===== src/rtl/wb_timer.sv =====
// wb_timer: bus-slave programmable down-counter timer.
// A 16-bit prescaler produces ticks that decrement a 16-bit counter. When the
// counter expires it sets a sticky EXP flag and either reloads (periodic mode)
// or stops (one-shot mode). o_int is EXP gated by the IE mask.
module wb_timer #(
  parameter logic [15:0] PRESC_RESET = 16'h0000,
  parameter logic [15:0] LOAD_RESET  = 16'hFFFF
) (
  input  logic        i_clk,
  input  logic        i_reset,
  input  logic [15:0] i_dat,
  output logic [15:0] o_dat,
  input  logic [15:0] i_addr,
  input  logic        i_we,
  input  logic        i_cyc,
  output logic        o_int
);

  localparam logic [2:0] AddrCtrl   = 3'd0;
  localparam logic [2:0] AddrPresc  = 3'd1;
  localparam logic [2:0] AddrLoad   = 3'd2;
  localparam logic [2:0] AddrStatus = 3'd3;
  localparam logic [2:0] AddrCount  = 3'd4;

  logic        en_q, en_d;
  logic        reload_q, reload_d;
  logic        ie_q, ie_d;
  logic [15:0] presc_q, presc_d;
  logic [15:0] load_q, load_d;
  logic [15:0] count_q, count_d;
  logic [15:0] pcnt_q, pcnt_d;
  logic        exp_q, exp_d;

  logic [2:0] addr;
  logic       wr_en, rd_en;
  logic       wr_ctrl, wr_presc, wr_load, wr_status;
  logic       tick;

  // Upper address bits are decoded by syscon.
  logic unused_addr;
  assign unused_addr = ^i_addr[15:3];

  assign addr      = i_addr[2:0];
  assign wr_en     = i_cyc & i_we;
  assign rd_en     = i_cyc & ~i_we;
  assign wr_ctrl   = wr_en && (addr == AddrCtrl);
  assign wr_presc  = wr_en && (addr == AddrPresc);
  assign wr_load   = wr_en && (addr == AddrLoad);
  assign wr_status = wr_en && (addr == AddrStatus);

  assign tick = en_q && (pcnt_q == 16'd0);

  // Next-state: prescaler, counter, then bus writes layered on top so they win.
  always_comb begin
    en_d     = en_q;
    reload_d = reload_q;
    ie_d     = ie_q;
    presc_d  = presc_q;
    load_d   = load_q;
    count_d  = count_q;
    pcnt_d   = pcnt_q;
    exp_d    = exp_q;

    if (en_q) begin
      pcnt_d = tick ? presc_q : pcnt_q - 16'd1;
    end

    if (wr_status && i_dat[0]) begin
      exp_d = 1'b0;
    end

    // A LOAD write swallows the whole tick effect on the counter.
    if (tick && !wr_load) begin
      if (count_q != 16'd0) begin
        count_d = count_q - 16'd1;
      end else begin
        exp_d = 1'b1;
        if (reload_q) begin
          count_d = load_q;
        end else begin
          en_d = 1'b0;
        end
      end
    end

    if (wr_ctrl) begin
      en_d     = i_dat[0];
      reload_d = i_dat[1];
      ie_d     = i_dat[2];
      if (i_dat[0] && !en_q) begin
        pcnt_d = presc_q;
      end
    end

    if (wr_presc) begin
      presc_d = i_dat;
    end

    if (wr_load) begin
      load_d  = i_dat;
      count_d = i_dat;
      pcnt_d  = presc_q;
    end
  end

  // State registers with asynchronous reset.
  always_ff @(posedge i_clk or posedge i_reset) begin
    if (i_reset) begin
      en_q     <= 1'b0;
      reload_q <= 1'b0;
      ie_q     <= 1'b0;
      presc_q  <= PRESC_RESET;
      load_q   <= LOAD_RESET;
      count_q  <= LOAD_RESET;
      pcnt_q   <= PRESC_RESET;
      exp_q    <= 1'b0;
    end else begin
      en_q     <= en_d;
      reload_q <= reload_d;
      ie_q     <= ie_d;
      presc_q  <= presc_d;
      load_q   <= load_d;
      count_q  <= count_d;
      pcnt_q   <= pcnt_d;
      exp_q    <= exp_d;
    end
  end

  // Combinational read mux; zero unless a read cycle is addressed here.
  always_comb begin
    o_dat = 16'h0000;
    if (rd_en) begin
      case (addr)
        AddrCtrl:   o_dat = {13'd0, ie_q, reload_q, en_q};
        AddrPresc:  o_dat = presc_q;
        AddrLoad:   o_dat = load_q;
        AddrStatus: o_dat = {15'd0, exp_q};
        AddrCount:  o_dat = count_q;
        default:    o_dat = 16'h0000;
      endcase
    end
  end

  // Interrupt straight from registers so bus activity cannot glitch it.
  assign o_int = exp_q & ie_q;

endmodule


===== config.mk =====
export PLATFORM = sky130hd
export DESIGN_NAME = wb_timer
export DESIGN_NICKNAME = d
export VERILOG_FILES = /design/src/rtl/wb_timer.sv
export SDC_FILE = /design/constraint.sdc
export NUM_CORES = 1
export LEC_CHECK = 0
export CORE_ASPECT_RATIO = 1.75
export CORE_MARGIN = 4
export CORE_UTILIZATION = 64
export CTS_CLUSTER_SIZE = 24
export DETAILED_ROUTE_END_ITERATION = 8
export DONT_BUFFER_PORTS = 1
export PLACE_DENSITY = 0.84
export SYNTH_ARGS = -nofsm -noshare
export SYNTH_HDL_FRONTEND = slang
export SYNTH_SLANG_ARGS = --single-unit

===== constraint.sdc =====
create_clock -name i_clk -period 2.8 [get_ports i_clk]
set_clock_uncertainty 0.2 [all_clocks]
set_input_delay 0.56 -clock i_clk [delete_from_list [all_inputs] [get_ports i_clk]]
set_output_delay 0.56 -clock i_clk [all_outputs]
set_load 0.02 [all_outputs]

# Word level (Yosys, flattened, before mapping)
# Cells that the tools add are included.
# totals
in_bits,36
output_inout_bits,17
elab_cells,56
regBits,68
# classes
n_eq_ne,6
reduce_logical,18
mux,18
addsub,2
bitwise,4
# ops
operator,n
$mux 16,10
$pmux 16 s5,1
$sub 16x1->16 const B,2
$logic_not 16->1,1
$reduce_bool 16->1,1
$logic_and 1x1->1,8
$mux 1,7
$eq 3x2->1 const B,2
$reduce_bool 2->1,2
$and 1x1->1,3
$eq 3x1->1 const B,1
$eq 3x3->1 const B,1
$logic_not 3->1,1
$reduce_and 3->1,1
$reduce_bool 3->1,1
$logic_not 1->1,2
$ne 2x1->1 const B,1
$ne 2x2->1 const B,1
$reduce_and 2->1,1
$not 1->1,1

# Depth between registers and ports, before layout
# logic_depth
word_depth,7
depth_mapped,9
depth_no_buf,7

# Worst setup path before layout
# No wires, ideal clock.
# synth_timing
kind,input -> output
start,input port i_addr[2]
end,output port o_dat[10]
arrival_ns,1.930
path_slack_ns,0.110
path_stages,7
path_buffers,2
cell_sequence,clkbuf_1 -> nor2b_1 -> clkbuf_1 -> a22oi_1 -> nor2_1 -> a21oi_1 -> nor2_1
# synth_via
elab_chain_cells,3
elab_cells_between_ends,7
cone_classes,eq/ne (4); mux (2); reduce/logical (1)
# synth_rtl
element,line_no,source
start: declaration,13,"input logic [15:0] i_addr,"
$eq 3x3->1 (tied with other cells),133,case (addr)
$pmux 16 s5 *,133,
$mux 16 *,132,if (rd_en) begin
end: declaration,12,"output logic [15:0] o_dat,"
# Every way passes the cells marked *; elsewhere a longest branch is shown, timed or not.

# Final worst setup path
# layout_timing
start,register pcnt_q[0]
end,register count_q[3]
# layout_via
elab_chain_cells,5
# layout_rtl
element,line_no,source
start: declaration,31,"logic [15:0] pcnt_q, pcnt_d;"
start signal: assignment,124,pcnt_q <= pcnt_d;
$logic_not 16->1,51,assign tick = en_q && (pcnt_q == 16'd0);
$logic_and 1x1->1,51,
$logic_and 1x1->1,73,if (tick && !wr_load) begin
$reduce_bool 2->1 (no line),-,
$reduce_and 2->1 (no line),-,
end signal: assignment,123,count_q <= count_d;
end: declaration,30,"logic [15:0] count_q, count_d;"
# No other way between the ends.
# A chain may end at the register's enable or synchronous reset.

==> results.cfg <==
[outcome]
status = completed

[die]
io_pins = 53
core_area_sq_um = 6540
start_util_pct = 65.5
die_area_sq_um = 8110
chipWidth_um = 69.8
dieHeight_um = 116
num_rows = 39

[sta]
setup_viol = 0
hold_ws_ns = 0.0344
worst_pin_slew_ns = 0.853
rsz0062_at_grt = no
tns_ns = 0
fin_crit_sh_pct = 94.6
hold_violations = 0
fmax_mhz = 377
slew_headroom_pct = 42.6
layout_min_cycle_time_ns = 2.65
finalMaxSlewViolations = 0
setup_ws_ns = 0.150

[power]
internal_power_mw = 2.29
power_frac_seq_pct = 47.3
peakVddDrop_uv = 540
powerDensity_nw_per_um2 = 698
switching_share_pct = 33.0
p_leak_nw = 1.94
p_sw_mw = 1.13
clock_power_share_pct = 29.9
finalPower_mw = 3.41
comb_power_share_pct = 22.8

[setup_path]
required_ns = 2.85
startpoint_type = flop
crit_type = reg -> reg
critPathMaxFanout = 5
cp-end-kind = flop
worst_ep_arrival_time_ns = 2.70

[yosys]
synthDistinctLibCells = 64
synth.net_count = 534
synthArstFlopShare_pct = 100
syn_area_per_cell_sq_um = 8.65
synth_edf_count = 0
syn_inst = 495
yosysWarningCount = 0
synth_ff_type = dfrtp_1
ys_seq_area_share_pct = 40.7
synth.cell_area_sq_um = 4280
synth.ff_latch_count = 68

[detailed_routing]
drtPass1Iterations = 5
drt_first_iter_violations = 397
drcViolationCount = 0
routed_wl_mm = 13.3
wire_per_inst_um = 21.8
routed-via-count = 4328
detail-route-antenna-nets = 0
via_per_inst = 7.10

[final_layout]
n_antenna_cell = 0
final_cell_area_sq_um = 4890
fin_nets = 562
final_cell_mix = nor2_1, nand2_1, buf_4, dfrtp_1, a21oi_1
drive_gt1_share_pct = 24.6
area_growth_pct = 14.2
final_common_cell = nor2_1

[global_route]
grt_use_total_pct = 34.2
grt_first_pass_wirelength_mm = 21.6
grt_start_max_net_pins = 36
first_global_vias = 4346
gr-total-overflow = 0
antenna_found_initial = 0

[place]
place_ws_ns = 0.228
gp_congestion = 0.933
placement.io_buffers = 0
hpwl_mm = 9.65
place_area_sq_um = 4620

[cts]
post_cts_buffers = 0
clockBufferDepth = 2
cts_resized = 0
cts_buffers = 9
hold_buffers = 0
clkSinkCount = 68
htreeDepth = 3
cts_root_buf = clkbuf_16
worstSkewPairLatency_ns = 0.34
cts_tree = built
path_clk_slew_ns = 0.06

[run]
max_cap_viol_count = 0

[hold_path]
hp-class = in -> async
==> kinds of logic after synthesis <==
kind of cell,count (synthesis),share of synthesized area (%)
xor gates and xnor gates,8,1.64
buffers and inverters,46,4.68
and+or+nand+nor,209,23.4
DFF,68,40.7
adders and majority gates,3,0.877
muxes,27,6.93
AOI/OAI and AO/OA,134,21.8
==> worst max-delay path, cell delays in order (launching register included) <==
cell and delay (ns):
dfrtp_1 0.43, inv_1 0.09, ha_1 0.16, nor3b_2 0.39, nand4_1 0.29, a311oi_1 0.40
nor2_1 0.22, buf_4 0.20, o211ai_1 0.18
==> power groups by stage <==
stage | Sequential [mW] | Clock (mW) | Combinational [mW]
2_1_floorplan | 1.50 | 0 | 0.598
3_3_place_gp | 1.59 | 0 | 0.724
3_5_place_dp | 1.61 | 0 | 0.761
4_1_cts | 1.60 | 1.04 | 0.772
5_1_grt | 1.64 | 1.08 | 0.868
6_report | 1.61 | 1.02 | 0.779
==> Yosys cell counts, drive strengths merged (7+ instances only) <==
cell type	n	area share [%]
nor2	65	5.7
nand2	58	5.1
dfrtp	36	21
a21oi	35	4.1
dfstp	32	20
clkbuf	26	2.3
nor3	23	2.8
mux2	21	5.5
o21ai	18	2.1
a22oi	16	2.8
nand3	14	1.6
a211oi	10	1.8
inv	10	0.88
nor4	10	1.5
buf	9	1.4
xnor2	7	1.4
==> worst paths after layout <==
kind / start / to / slack [ns] / cells past startpoint
max: pcnt_q[0] / count_q[3] / 0.15 / 8
min: i_reset / presc_q[1] / 0.03 / 1
max reg2reg: pcnt_q[0] / count_q[3] / 0.15 / 8
min reg2reg: load_q[8] / load_q[8] / 0.27 / 2
max in group asynchronous: i_reset / load_q[11] / 1.57 / 2
min in group i_clk: i_dat[14] / load_q[14] / 0.10 / 2
==> through the flow <==
step / instances / util (%)
after CTS: 610 / 74.7
after detailed placement: 594 / 70.7
after global routing: 610 / 74.7
after global placement: 594 / 70.7
final: 610 / 74.7
after floorplan: 495 / -
==> registers in the layout, summed over array words and instances, names as in the netlist <==
name and flops:
count_q 16, load_q 16, pcnt_q 16, presc_q 16
en_q 1, exp_q 1, ie_q 1, reload_q 1
==> cell type report <==
cell class	count	area, sq um
clock buffer	13	250
clock inverter	3	15.0
fill	487	1650
inverter	11	41.3
multi-input combinational	381	2350
sequential	68	1740
tap	82	103
timing repair buffer	52	390
==> layer usage <==
layer  GRT usage (%)  up-vias  part of all wire [%]  wire length, um
met4            27.0        0                   7.8             1040
met3            7.75      104                    10             1360
met5               0        -                     0                0
met2            57.9      296                    49             6570
met1            36.8     2039                    33             4330
li1                -     1889                     -                -
Note: power is estimated with default switching activity, not from simulation.
